**src/rtl/div_req_pkg.sv**
```systemverilog
// Shared types and constants for the divider request controller.
//   state_e      : controller FSM states
//   rsp_err codes: ErrOk / ErrDivZero / ErrTimeout
//   defaults     : TimeoutCycDefault / GapCycDefault, counter width
package div_req_pkg;

  localparam int unsigned TimeoutCycDefault = 1023;
  localparam int unsigned GapCycDefault     = 2;

  // Wait counter; saturates at its all-ones value.
  localparam int unsigned CntW   = 10;
  localparam int unsigned CntMax = (1 << CntW) - 1;

  localparam logic [1:0] ErrOk      = 2'b00;
  localparam logic [1:0] ErrDivZero = 2'b01;
  localparam logic [1:0] ErrTimeout = 2'b10;

  typedef enum logic [1:0] {
    StIdle,
    StIssue,
    StRelease,
    StResp
  } state_e;

  function automatic logic [CntW-1:0] sat_inc(input logic [CntW-1:0] v);
    return (v == '1) ? v : v + 1'b1;
  endfunction

endpackage

```
**src/rtl/div_req_ctrl.sv**
```systemverilog
// Request/response front end for the div_cal divider.
// Accepts one operand pair at a time, resolves zero divisor / zero dividend
// locally, otherwise holds div_enable until the divider drops div_busy (or a
// timeout expires), enforces a minimum low gap on div_enable, then presents
// the result until the consumer takes it.
// Ports:
//   clk, rst_n                     clock, async active-low reset
//   req_valid/req_ready/req_a/b    operand request handshake
//   rsp_valid/rsp_ready/rsp_q/err  result handshake (err: 00 ok, 01 /0, 10 timeout)
//   div_a/div_b                    operands held stable for the divider
//   div_enable, div_svm_enable     divider request level and run gate
//   div_busy, div_out              divider status and result
module div_req_ctrl
  import div_req_pkg::*;
#(
  parameter int unsigned TIMEOUT_CYC = TimeoutCycDefault,
  parameter int unsigned GAP_CYC     = GapCycDefault
) (
  input  logic        clk,
  input  logic        rst_n,
  input  logic        req_valid,
  output logic        req_ready,
  input  logic [31:0] req_a,
  input  logic [31:0] req_b,
  output logic        rsp_valid,
  input  logic        rsp_ready,
  output logic [31:0] rsp_q,
  output logic [1:0]  rsp_err,
  output logic [31:0] div_a,
  output logic [31:0] div_b,
  output logic        div_enable,
  output logic        div_svm_enable,
  input  logic        div_busy,
  input  logic [31:0] div_out
);

  // Last counter value of a phase; zero-length settings still spend one cycle.
  localparam int unsigned TimeoutLastInt =
      (TIMEOUT_CYC == 0) ? 0 : ((TIMEOUT_CYC - 1 > CntMax) ? CntMax : TIMEOUT_CYC - 1);
  localparam int unsigned GapLastInt =
      (GAP_CYC == 0) ? 0 : ((GAP_CYC - 1 > CntMax) ? CntMax : GAP_CYC - 1);
  localparam logic [CntW-1:0] TimeoutLast = CntW'(TimeoutLastInt);
  localparam logic [CntW-1:0] GapLast     = CntW'(GapLastInt);

  state_e          state_q, state_d;
  logic [CntW-1:0] cnt_q, cnt_d;
  logic [31:0]     div_a_q, div_a_d;
  logic [31:0]     div_b_q, div_b_d;
  logic [31:0]     rsp_q_q, rsp_q_d;
  logic [1:0]      rsp_err_q, rsp_err_d;

  always_ff @(posedge clk or negedge rst_n) begin
    if (!rst_n) begin
      state_q   <= StIdle;
      cnt_q     <= '0;
      div_a_q   <= '0;
      div_b_q   <= '0;
      rsp_q_q   <= '0;
      rsp_err_q <= ErrOk;
    end else begin
      state_q   <= state_d;
      cnt_q     <= cnt_d;
      div_a_q   <= div_a_d;
      div_b_q   <= div_b_d;
      rsp_q_q   <= rsp_q_d;
      rsp_err_q <= rsp_err_d;
    end
  end

  always_comb begin
    state_d   = state_q;
    cnt_d     = cnt_q;
    div_a_d   = div_a_q;
    div_b_d   = div_b_q;
    rsp_q_d   = rsp_q_q;
    rsp_err_d = rsp_err_q;

    unique case (state_q)
      StIdle: begin
        if (req_valid) begin
          div_a_d = req_a;
          div_b_d = req_b;
          cnt_d   = '0;
          if (req_b == '0) begin
            rsp_q_d   = '1;
            rsp_err_d = ErrDivZero;
            state_d   = StResp;
          end else if (req_a == '0) begin
            // The divider cannot normalize a zero dividend; answer locally.
            rsp_q_d   = '0;
            rsp_err_d = ErrOk;
            state_d   = StResp;
          end else begin
            state_d = StIssue;
          end
        end
      end

      StIssue: begin
        cnt_d = sat_inc(cnt_q);
        // Result is checked first so it wins over a coincident timeout.
        if (!div_busy) begin
          rsp_q_d   = div_out;
          rsp_err_d = ErrOk;
          cnt_d     = '0;
          state_d   = StRelease;
        end else if (cnt_q >= TimeoutLast) begin
          rsp_q_d   = '0;
          rsp_err_d = ErrTimeout;
          cnt_d     = '0;
          state_d   = StRelease;
        end
      end

      StRelease: begin
        cnt_d = sat_inc(cnt_q);
        // div_busy high means the divider has seen the enable drop.
        if ((cnt_q >= GapLast) && div_busy) begin
          state_d = StResp;
        end
      end

      StResp: begin
        if (rsp_ready) begin
          state_d = StIdle;
        end
      end

      default: state_d = StIdle;
    endcase
  end

  // Decoded from state so an async reset drops div_enable without a clock edge.
  assign req_ready      = (state_q == StIdle);
  assign rsp_valid      = (state_q == StResp);
  assign div_enable     = (state_q == StIssue);
  assign div_svm_enable = rst_n;

  assign div_a   = div_a_q;
  assign div_b   = div_b_q;
  assign rsp_q   = rsp_q_q;
  assign rsp_err = rsp_err_q;

endmodule
```
**config.mk**
```make
export PLATFORM = sky130hd
export DESIGN_NAME = div_req_ctrl
export DESIGN_NICKNAME = d
export VERILOG_FILES = /design/src/rtl/div_req_pkg.sv /design/src/rtl/div_req_ctrl.sv
export SDC_FILE = /design/constraint.sdc
export NUM_CORES = 1
export LEC_CHECK = 0
export BUFFER_PORTS_ARGS = -buffer_cell sky130_fd_sc_hd__buf_2
export CORE_ASPECT_RATIO = 0.5
export CORE_MARGIN = 3
export CORE_UTILIZATION = 45
export CTS_BUF_LIST = sky130_fd_sc_hd__clkbuf_4 sky130_fd_sc_hd__clkbuf_8
export CTS_CLUSTER_DIAMETER = 30
export DETAILED_ROUTE_END_ITERATION = 10
export PLACE_DENSITY = 0.75
export SYNTH_ARGS = -nofsm -noshare
export SYNTH_HDL_FRONTEND = slang
export SYNTH_SLANG_ARGS = --single-unit
```
**constraint.sdc**
```tcl
create_clock -name clk -period 5.6 [get_ports clk]
set_clock_uncertainty 0.2 [all_clocks]
set_input_delay 0.56 -clock clk [delete_from_list [all_inputs] [get_ports clk]]
set_output_delay 0.56 -clock clk [all_outputs]
set_load 0.1 [all_outputs]
```
# == Yosys cells after proc, flatten, opt, wreduce, memory -nomap -nowiden ==
# Index checks and enable logic that the tools add are counted.
# W data, S select, Z words.
# op_classes
magnitude_cmp,2
reduce_logical,10
addsub,1
n_mux,24
n_eq_ne,9
# op_table
op,count
$mux W32,5
$logic_not A32 Y1,2
$pmux W32 S2,1
$mux W10,4
$pmux W10 S3,1
$mux W2,11
$add A10 B1 Y10 const B,1
$eq A10 B10 Y1 const B,1
$ge A10 B1 Y1 const B,1
$ge A10 B10 Y1 const B,1
$pmux W2 S4,1
$reduce_and A4 Y1,2
$eq A2 B2 Y1 const B,2
$ne A2 B2 Y1 const B,2
$pmux W2 S2,1
$reduce_and A2 Y1,2
$ne A3 B1 Y1 const B,1
$ne A3 B2 Y1 const B,1
$reduce_bool A3 Y1,1
$eq A2 B1 Y1 const B,1
$logic_not A2 Y1,1
$ne A2 B1 Y1 const B,1
$reduce_bool A2 Y1,1
$logic_and A1 B1 Y1,1
# totals
output_inout_bits,102
register_bits,110
inputBits,101

# == Logic depth before layout (Yosys ltp) ==
# Gate-level depths: netlist of the first run.
# depth
ltp_word,5
mapped_depth,10
ltp_nobuf,7

# == Worst setup path before layout of the first run ==
# OpenSTA, ideal clock, no wires.
# synth_timing
kind,register to register
from,register state_q[0]
to,register rsp_q_q[10] (netlist: rsp_q[10])
setup_time_ps,130
stages_incl_launch_ff,11
required_ps,5270
t_arrival_ps,2388
setup_slack_ps,2883
period_less_slack_ps,2717
path_buffers,3
cell_sequence,dfrtp_1 -> inv_1 -> ha_1 -> nor2b_1 -> buf_2 -> o21bai_1 -> nor2_4 -> buf_6 -> buf_6 -> o32ai_1 -> a31oi_1
# synth_via
elab_chain_cells,3
# synth_lines
item,line_no,rtl
start: declaration,div_req_ctrl.sv:45,"state_e state_q, state_d;"
start signal: assignment,div_req_ctrl.sv:54,state_q <= StIdle;
start signal: assignment,div_req_ctrl.sv:61,state_q <= state_d;
$logic_not A2 Y1 (*),--,
named net req_ready,div_req_ctrl.sv:22,"output logic req_ready,"
"$ne A3 B1 Y1 (no source line), or another cell as far along",--,
$reduce_and A4 Y1 (no source line),--,
end signal: assignment,div_req_ctrl.sv:65,rsp_q_q <= rsp_q_d;
end: declaration,div_req_ctrl.sv:49,"logic [31:0] rsp_q_q, rsp_q_d;"
# Mark *: on every way through the listed nets, which the timed path passes. The rest lies on a longest branch.
# A chain may end at the register's enable or synchronous reset.

# == Worst setup path after layout of the first run ==
# layout_timing
from,register state_q[0]
to,register rsp_q_q[19] (netlist: rsp_q[19])
# layout_via
elab_chain_cells,3
# layout_lines
item,line_no,rtl
$eq A2 B1 Y1 / $logic_not A2 Y1 (equally long branches),div_req_ctrl.sv:78,unique case (state_q)
"$ne A3 B2 Y1 (no source line), or another cell as far along",--,
$reduce_and A4 Y1 (no source line),--,
# Several ways; a longest one is shown, not always the timed one.

==> metrics.md, run 1 <==
| Metric | Value |
|---|---|
| Startpoint Class | `register` |
| Final Critical Period | `roughly 3.0 ns` |
| Initial DRC count | `roughly 370` |
| Clock sinks | `110` |
| Hold_buf cts | `0` |
| Routed wirelength normalized by instance count | `about 17 µm` |
| Die width | `158.9 µm` |
| FILL cells | `974` |
| Post-Place Worst Slack | `2.670 ns` |
| Worst r2r dst | `rsp_q[19]` |
| Setup bufs post-CTS | `0` |
| Core ar. | `11180 µm²` |
| Grt ovf | `0` |
| DP HPWL | `9596 µm` |
| Unrepaired setup endpoints after global routing | `false` |
| Final hold slack | `about 0.2 ns` |
| TritonCTS buffer count | `9` |
| Most frequent cell after synthesis | `dfrtp_1` |
| R2R cell count | `9` |
| Row count | `27` |
| Post-synth EDFFs | `0` |
| Post-Synthesis Cells | `449` |
| Drt first pass iters | `4` |
| Antenna diode count | `0` |
| Share of cells above drive strength 1 | `0.4766` |
| DRT antenna net count | `0` |
| Final Hold Viols | `0` |
| Clk_lat worst skew | `0.37 ns` |
| Critical path peak fanout | `57` |
| Reg2Reg Launch Point | `state_q[0]` |
| DR vias | `4326` |
| Worst-Margin Slew | `~0.84 ns` |
| Max Fclk | `0.3377 GHz` |
| Top cell type's share of synthesized area | `0.5236` |
| Bufs on Longest Clock Path | `2` |
| Routability cong. | `~0.84` |
| Largest net degree at the start of global routing | `67` |
| Routed WL | `13630 µm` |
| Synth cell types | `45` |
| Vias in the first global route | `4070` |
| Clock-pin slew on the worst setup and hold paths | `0.12 ns` |
| Crit share post-route | `0.5288` |
| Worst min-delay path class | `in -> async` |
| Area grow syn2layout | `24.92%` |
| Post-Syn Nets | `between 500 and 600` |
| Crit end category | `register` |
| #FFs+latches synth | `110` |
| Cts repair resizes | `0` |
| Crit path from | `state_q[0]` |
| Drt drc | `0` |
| Avg Cell Area, Syn | `11.71 µm²` |
| Commonest cells post-synth | `dfrtp_1, mux2_2, a21oi_1` |
| Max Cap Viol | `0` |
| CP Data Required Time | `between 5 and 6 ns` |
| Main synth FF type | `dfrtp_1` |
| Fraction of the yosys area taken by sequential cells | `0.5236` |
| Inst Count DP | `783` |
| Ys async rst share | `1.000` |
| Mapped Area | `about 5300 µm²` |
| Setup TNS | `0 ns` |
| Status | `finished clean` |
| Slew Limit Fails | `0` |
| Synth Warn # | `0` |
| Nets@finish | `745` |
| H-tree levels | `3` |
| Root Buffer | `clkbuf_8` |
| Setup violators final | `0` |
| CP arrival | `2.99 ns` |
| Boundary Pins | `203` |
| Max-slew headroom | `0.4418` |
| Post-route setup slack | `2.639 ns` |
| Initial antenna violation count | `0` |
| Fin cells | `799` |
| Worst setup path class | `reg -> reg` |
| Post-DR vias/cell | `5.414` |
| R2r setup slk | `2.64 ns` |
| Initial core utilization | `0.4702` |
| GR Util All Layers | `0.1966` |
| Die height | `slightly above 80 µm` |
| Global-route wire length before repair | `20670 µm` |
| Die ar. | `13090 µm²` |
| Synth top area cells | `dfrtp_1, mux2_2, o32ai_1, a31oi_1, nand2b_1` |
| TritonCTS clock tree | `yes` |
| PortBufs | `202` |
| Post-synth top area cell | `dfrtp_1` |
cells by family after synthesis:
kind of cell / synth area share
AO/OA/AOI/OAI: 0.1452
flip-flops: 0.5236
AND/OR/NAND/NOR: 0.1221
multiplexers: 0.1390
buffers and inverters: 0.03879
adder cells (fa/ha/maj): 0.02142
XOR/XNOR: 0.009995
how the worst max path moves through the flow:
stage / endpoint / cells after the start / slack, ns
after floorplan: rsp_q[10] / 10 / 2.88
after global placement: rsp_err[1] / 8 / 2.73
after detailed placement: rsp_err[1] / 8 / 2.67
after CTS: rsp_q[19] / 9 / 2.65
after global routing: rsp_q[15] / 9 / 2.36
final: rsp_q[19] / 9 / 2.64
state kept, by name (all words and copies together), names as in the netlist:
name / cells
div_a: 32
div_b: 32
rsp_q: 32
cnt_q: 10
rsp_err: 2
state_q: 2
per-layer routing:
metal	up-vias	wire, µm	global-route usage
met5	-	0	0
met4	0	165	0.04629
met3	16	878	0.05830
met2	153	6512	0.3318
met1	2093	6073	0.2557
li1	2064	-	-
critical path: stages, from the launching register on:
cell,delay [ns]
dfrtp_1,0.44
inv_1,0.12
ha_1,0.15
buf_4,0.37
nor2b_1,0.55
o21bai_1,0.28
nor2_4,0.12
buf_4,0.31
o32ai_1,0.19
a31oi_1,0.07
final cells by class:
cell class | instances | area [µm²] | share of cell area
sequential | 110 | 2753 | 0.4191
multi-input combinational | 296 | 2317 | 0.3528
timing repair buffer | 212 | 1089 | 0.1657
tap | 159 | 198.9 | 0.03029
clock buffer | 9 | 123.9 | 0.01886
clock inverter | 7 | 63.81 | 0.009716
inverter | 6 | 22.52 | 0.003429
metrics by stage:
step / util / area (µm²)
detailed placement: 0.5705 / 6380
global route: 0.5873 / 6568
CTS: 0.5873 / 6568
global placement: 0.5705 / 6380
floorplan: - / 5258
finish: 0.5873 / 6568
cells in the final DEF (no fill, tap or decap), drive strengths merged, types with 10 or more instances in the layout:
cell type	netlist	final
mux2	64	64
dfrtp	110	110
inv	6	10
buf	21	212
o32ai	32	32
a31oi	33	33
a21oi	34	34
nor4	18	18
nor2	17	17
nand2b	33	33
Power of run 1 is not shown: default switching activity piles up to over one toggle a cycle in this logic, so the estimate is an artifact.
==> inputs of run 2 (changes only) <==
Settings changed: PLACE_DENSITY 0.75 to 0.77.
Clock period 5.6 ns to 2.7 ns, I/O delays scaled along.
==> run 2 against run 1 <==
First-iteration DRC count up 8.9%. Sequential share of layout area down 4.7 points. Register-to-register slack worse by 2.2 ns.
==> metrics.md, run 2 (synthesis results as in run 1) <==
| Metric | Value |
|---|---|
| Status | `finished clean` |
| Worst setup path class | `reg -> out` |
| Delay-heaviest family, CP | `buffers and inverters` |
| Post-DR vias/cell | `5.326 (-1.6%)` |
| Post-Place Worst Slack | `0.4131 ns (-2.256 ns)` |
| Largest net degree at the start of global routing | `111 (+66%)` |
| DRT antenna net count | `0 (unchanged)` |
| Grt ovf | `0 (unchanged)` |
| Storage cell area | `2753 µm² (unchanged)` |
| Max stage delay on crit path | `0.52 ns (-0.03 ns)` |
| Crit end category | `output pin` |
| DP HPWL | `9216 µm (-4.0%)` |
| Routability cong. | `0.8331 (-0.25%)` |
| Row count | `27 (unchanged)` |
| Final Critical Period | `2.462 ns` |
| Initial antenna violation count | `0 (unchanged)` |
| Clock sinks | `110 (unchanged)` |
| Share of cells above drive strength 1 | `0.4300 (-0.04659)` |
| Commonest cells after routing, fill and taps aside | `buf_2, dfrtp_1, dlygate4sd3_1` |
| Bufs on Longest Clock Path | `2 (unchanged)` |
| TritonCTS clock tree | `yes` |
| Multi-input logic area | `2320 µm² (+0.11%)` |
| CP Data Required Time | `2.23 ns (-3.40 ns)` |
| Startpoint Class | `register` |
| Drt drc | `0 (unchanged)` |
| Setup TNS | `0 ns (unchanged)` |
| GR Util All Layers | `0.2183 (+0.02168)` |
| Clk_lat worst skew | `0.37 ns (about the same)` |
| Clock-pin slew on the worst setup and hold paths | `0.11 ns (about the same)` |
| Post-route setup slack | `0.2385 ns (-2.400 ns)` |
| Core ar. | `11180 µm² (unchanged)` |
| PortBufs | `202 (unchanged)` |
| CP cell instances | `inv_1 > ha_2 > buf_4 > buf_2` |
| H-tree levels | `3 (unchanged)` |
| FILL cells | `863 (-11%)` |
| M1 GR Usage | `0.2698 (+0.01408)` |
| Busiest grt layer | `met2` |
| Final Util | `0.6623 (+0.07497)` |
| Slew Limit Fails | `0 (unchanged)` |
| Initial DRC count | `404 (+8.9%)` |
| Die ar. | `13090 µm² (unchanged)` |
| Die width | `158.9 µm (unchanged)` |
| Drt first pass iters | `4 (unchanged)` |
| DR vias | `4650 (+7.5%)` |
| Met2 usage | `0.3906 (+0.05880)` |
| Commonest non-fill, non-tap cell in the layout | `buf_2` |
| Antenna diode count | `0 (unchanged)` |
| Die height | `82.43 µm (unchanged)` |
| Final hold slack | `0.01882 ns (-0.1792 ns)` |
| Routed wirelength normalized by instance count | `17.09 µm (+0.20%)` |
| Worst min-delay path class | `in -> reg` |
| Initial core utilization | `0.4702 (unchanged)` |
| Area grow syn2layout | `40.86%` |
| Final Hold Viols | `0 (unchanged)` |
| Setup violators final | `0 (unchanged)` |
| Nets@finish | `819 (+9.9%)` |
| Max Fclk | `0.4063 GHz` |
| Slowest-stage cell, CP | `buf_2` |
| Buffers plus inverters on the worst setup path | `3 (unchanged)` |
| Critical path peak fanout | `39 (-32%)` |
| Boundary Pins | `203 (unchanged)` |
| Root Buffer | `clkbuf_8` |
| Vias in the first global route | `4615 (+13%)` |
| Unrepaired setup endpoints after global routing | `false` |
| Cts repair resizes | `0 (unchanged)` |
| Global-route wire length before repair | `23240 µm (+12%)` |
| CP arrival | `1.99 ns (-1.00 ns)` |
| Worst-Margin Slew | `0.6258 ns (-0.2114 ns)` |
| TritonCTS buffer count | `9 (unchanged)` |
| Routed WL | `14920 µm (+9.5%)` |
| Max-slew headroom | `0.5828 (+0.1410)` |
| Crit share post-route | `0.9117` |
| GR Util met3 | `0.05132 (-0.006976)` |
| Setup bufs post-CTS | `0 (unchanged)` |
| Max Cap Viol | `0 (unchanged)` |
-- run 2: cell types whose count changed in the layout (fill, tap and decap cells not counted), sizes merged --
cell and change:
buf +1, clkinvlp +1, dlygate4sd3 +73, clkinv -1
-- run 2: worst paths after layout --
kind / start / endpoint / slack [ns] / cells past startpoint
max: state_q[0] / req_ready / 0.24 / 4
min: div_out[11] / rsp_q[11] / 0.02 / 3
max reg2reg: state_q[0] / rsp_q[22] / 0.39 / 8
min reg2reg: div_a[31] / div_a[31] / 0.31 / 1
max in group asynchronous: rst_n / rsp_err[0] / 1.49 / 3
min in group asynchronous: rst_n / rsp_q[31] / 0.29 / 3
-- run 2: through the flow --
stage          cells  area [µm²]
6_report         873        7406
5_1_grt          873        7406
4_1_cts          873        7406
3_5_place_dp     784        6477
3_3_place_gp     784        6477
2_1_floorplan    449        5260
-- run 2: tightest hold or removal path: stages --
cell	delay (ns)
buf_2	0.07
a21oi_1	0.05
a31oi_1	0.15
-- run 2: per-layer routing --
metal	vias up	part of all wire
met2	157	0.51
li1	2210	-
met4	0	0.020
met5	-	0
met3	26	0.054
met1	2257	0.42
-- run 2: timing repair --
action / in CTS / in global routing
hold buffers: 73 / 0
hold endpoints to repair: 182 / 0
setup endpoints to repair: 0 / 0
-- run 2: cell type report --
type                            instances  area share
Inverter                                6    0.003041
Timing Repair Buffer                  286      0.2585
Tap cell                              159     0.02686
Sequential cell                       110      0.3717
Multi-Input combinational cell        296      0.3132
Clock buffer                            9     0.01673
Clock inverter                          7    0.009968
Power of run 2 is left out for the same reason.
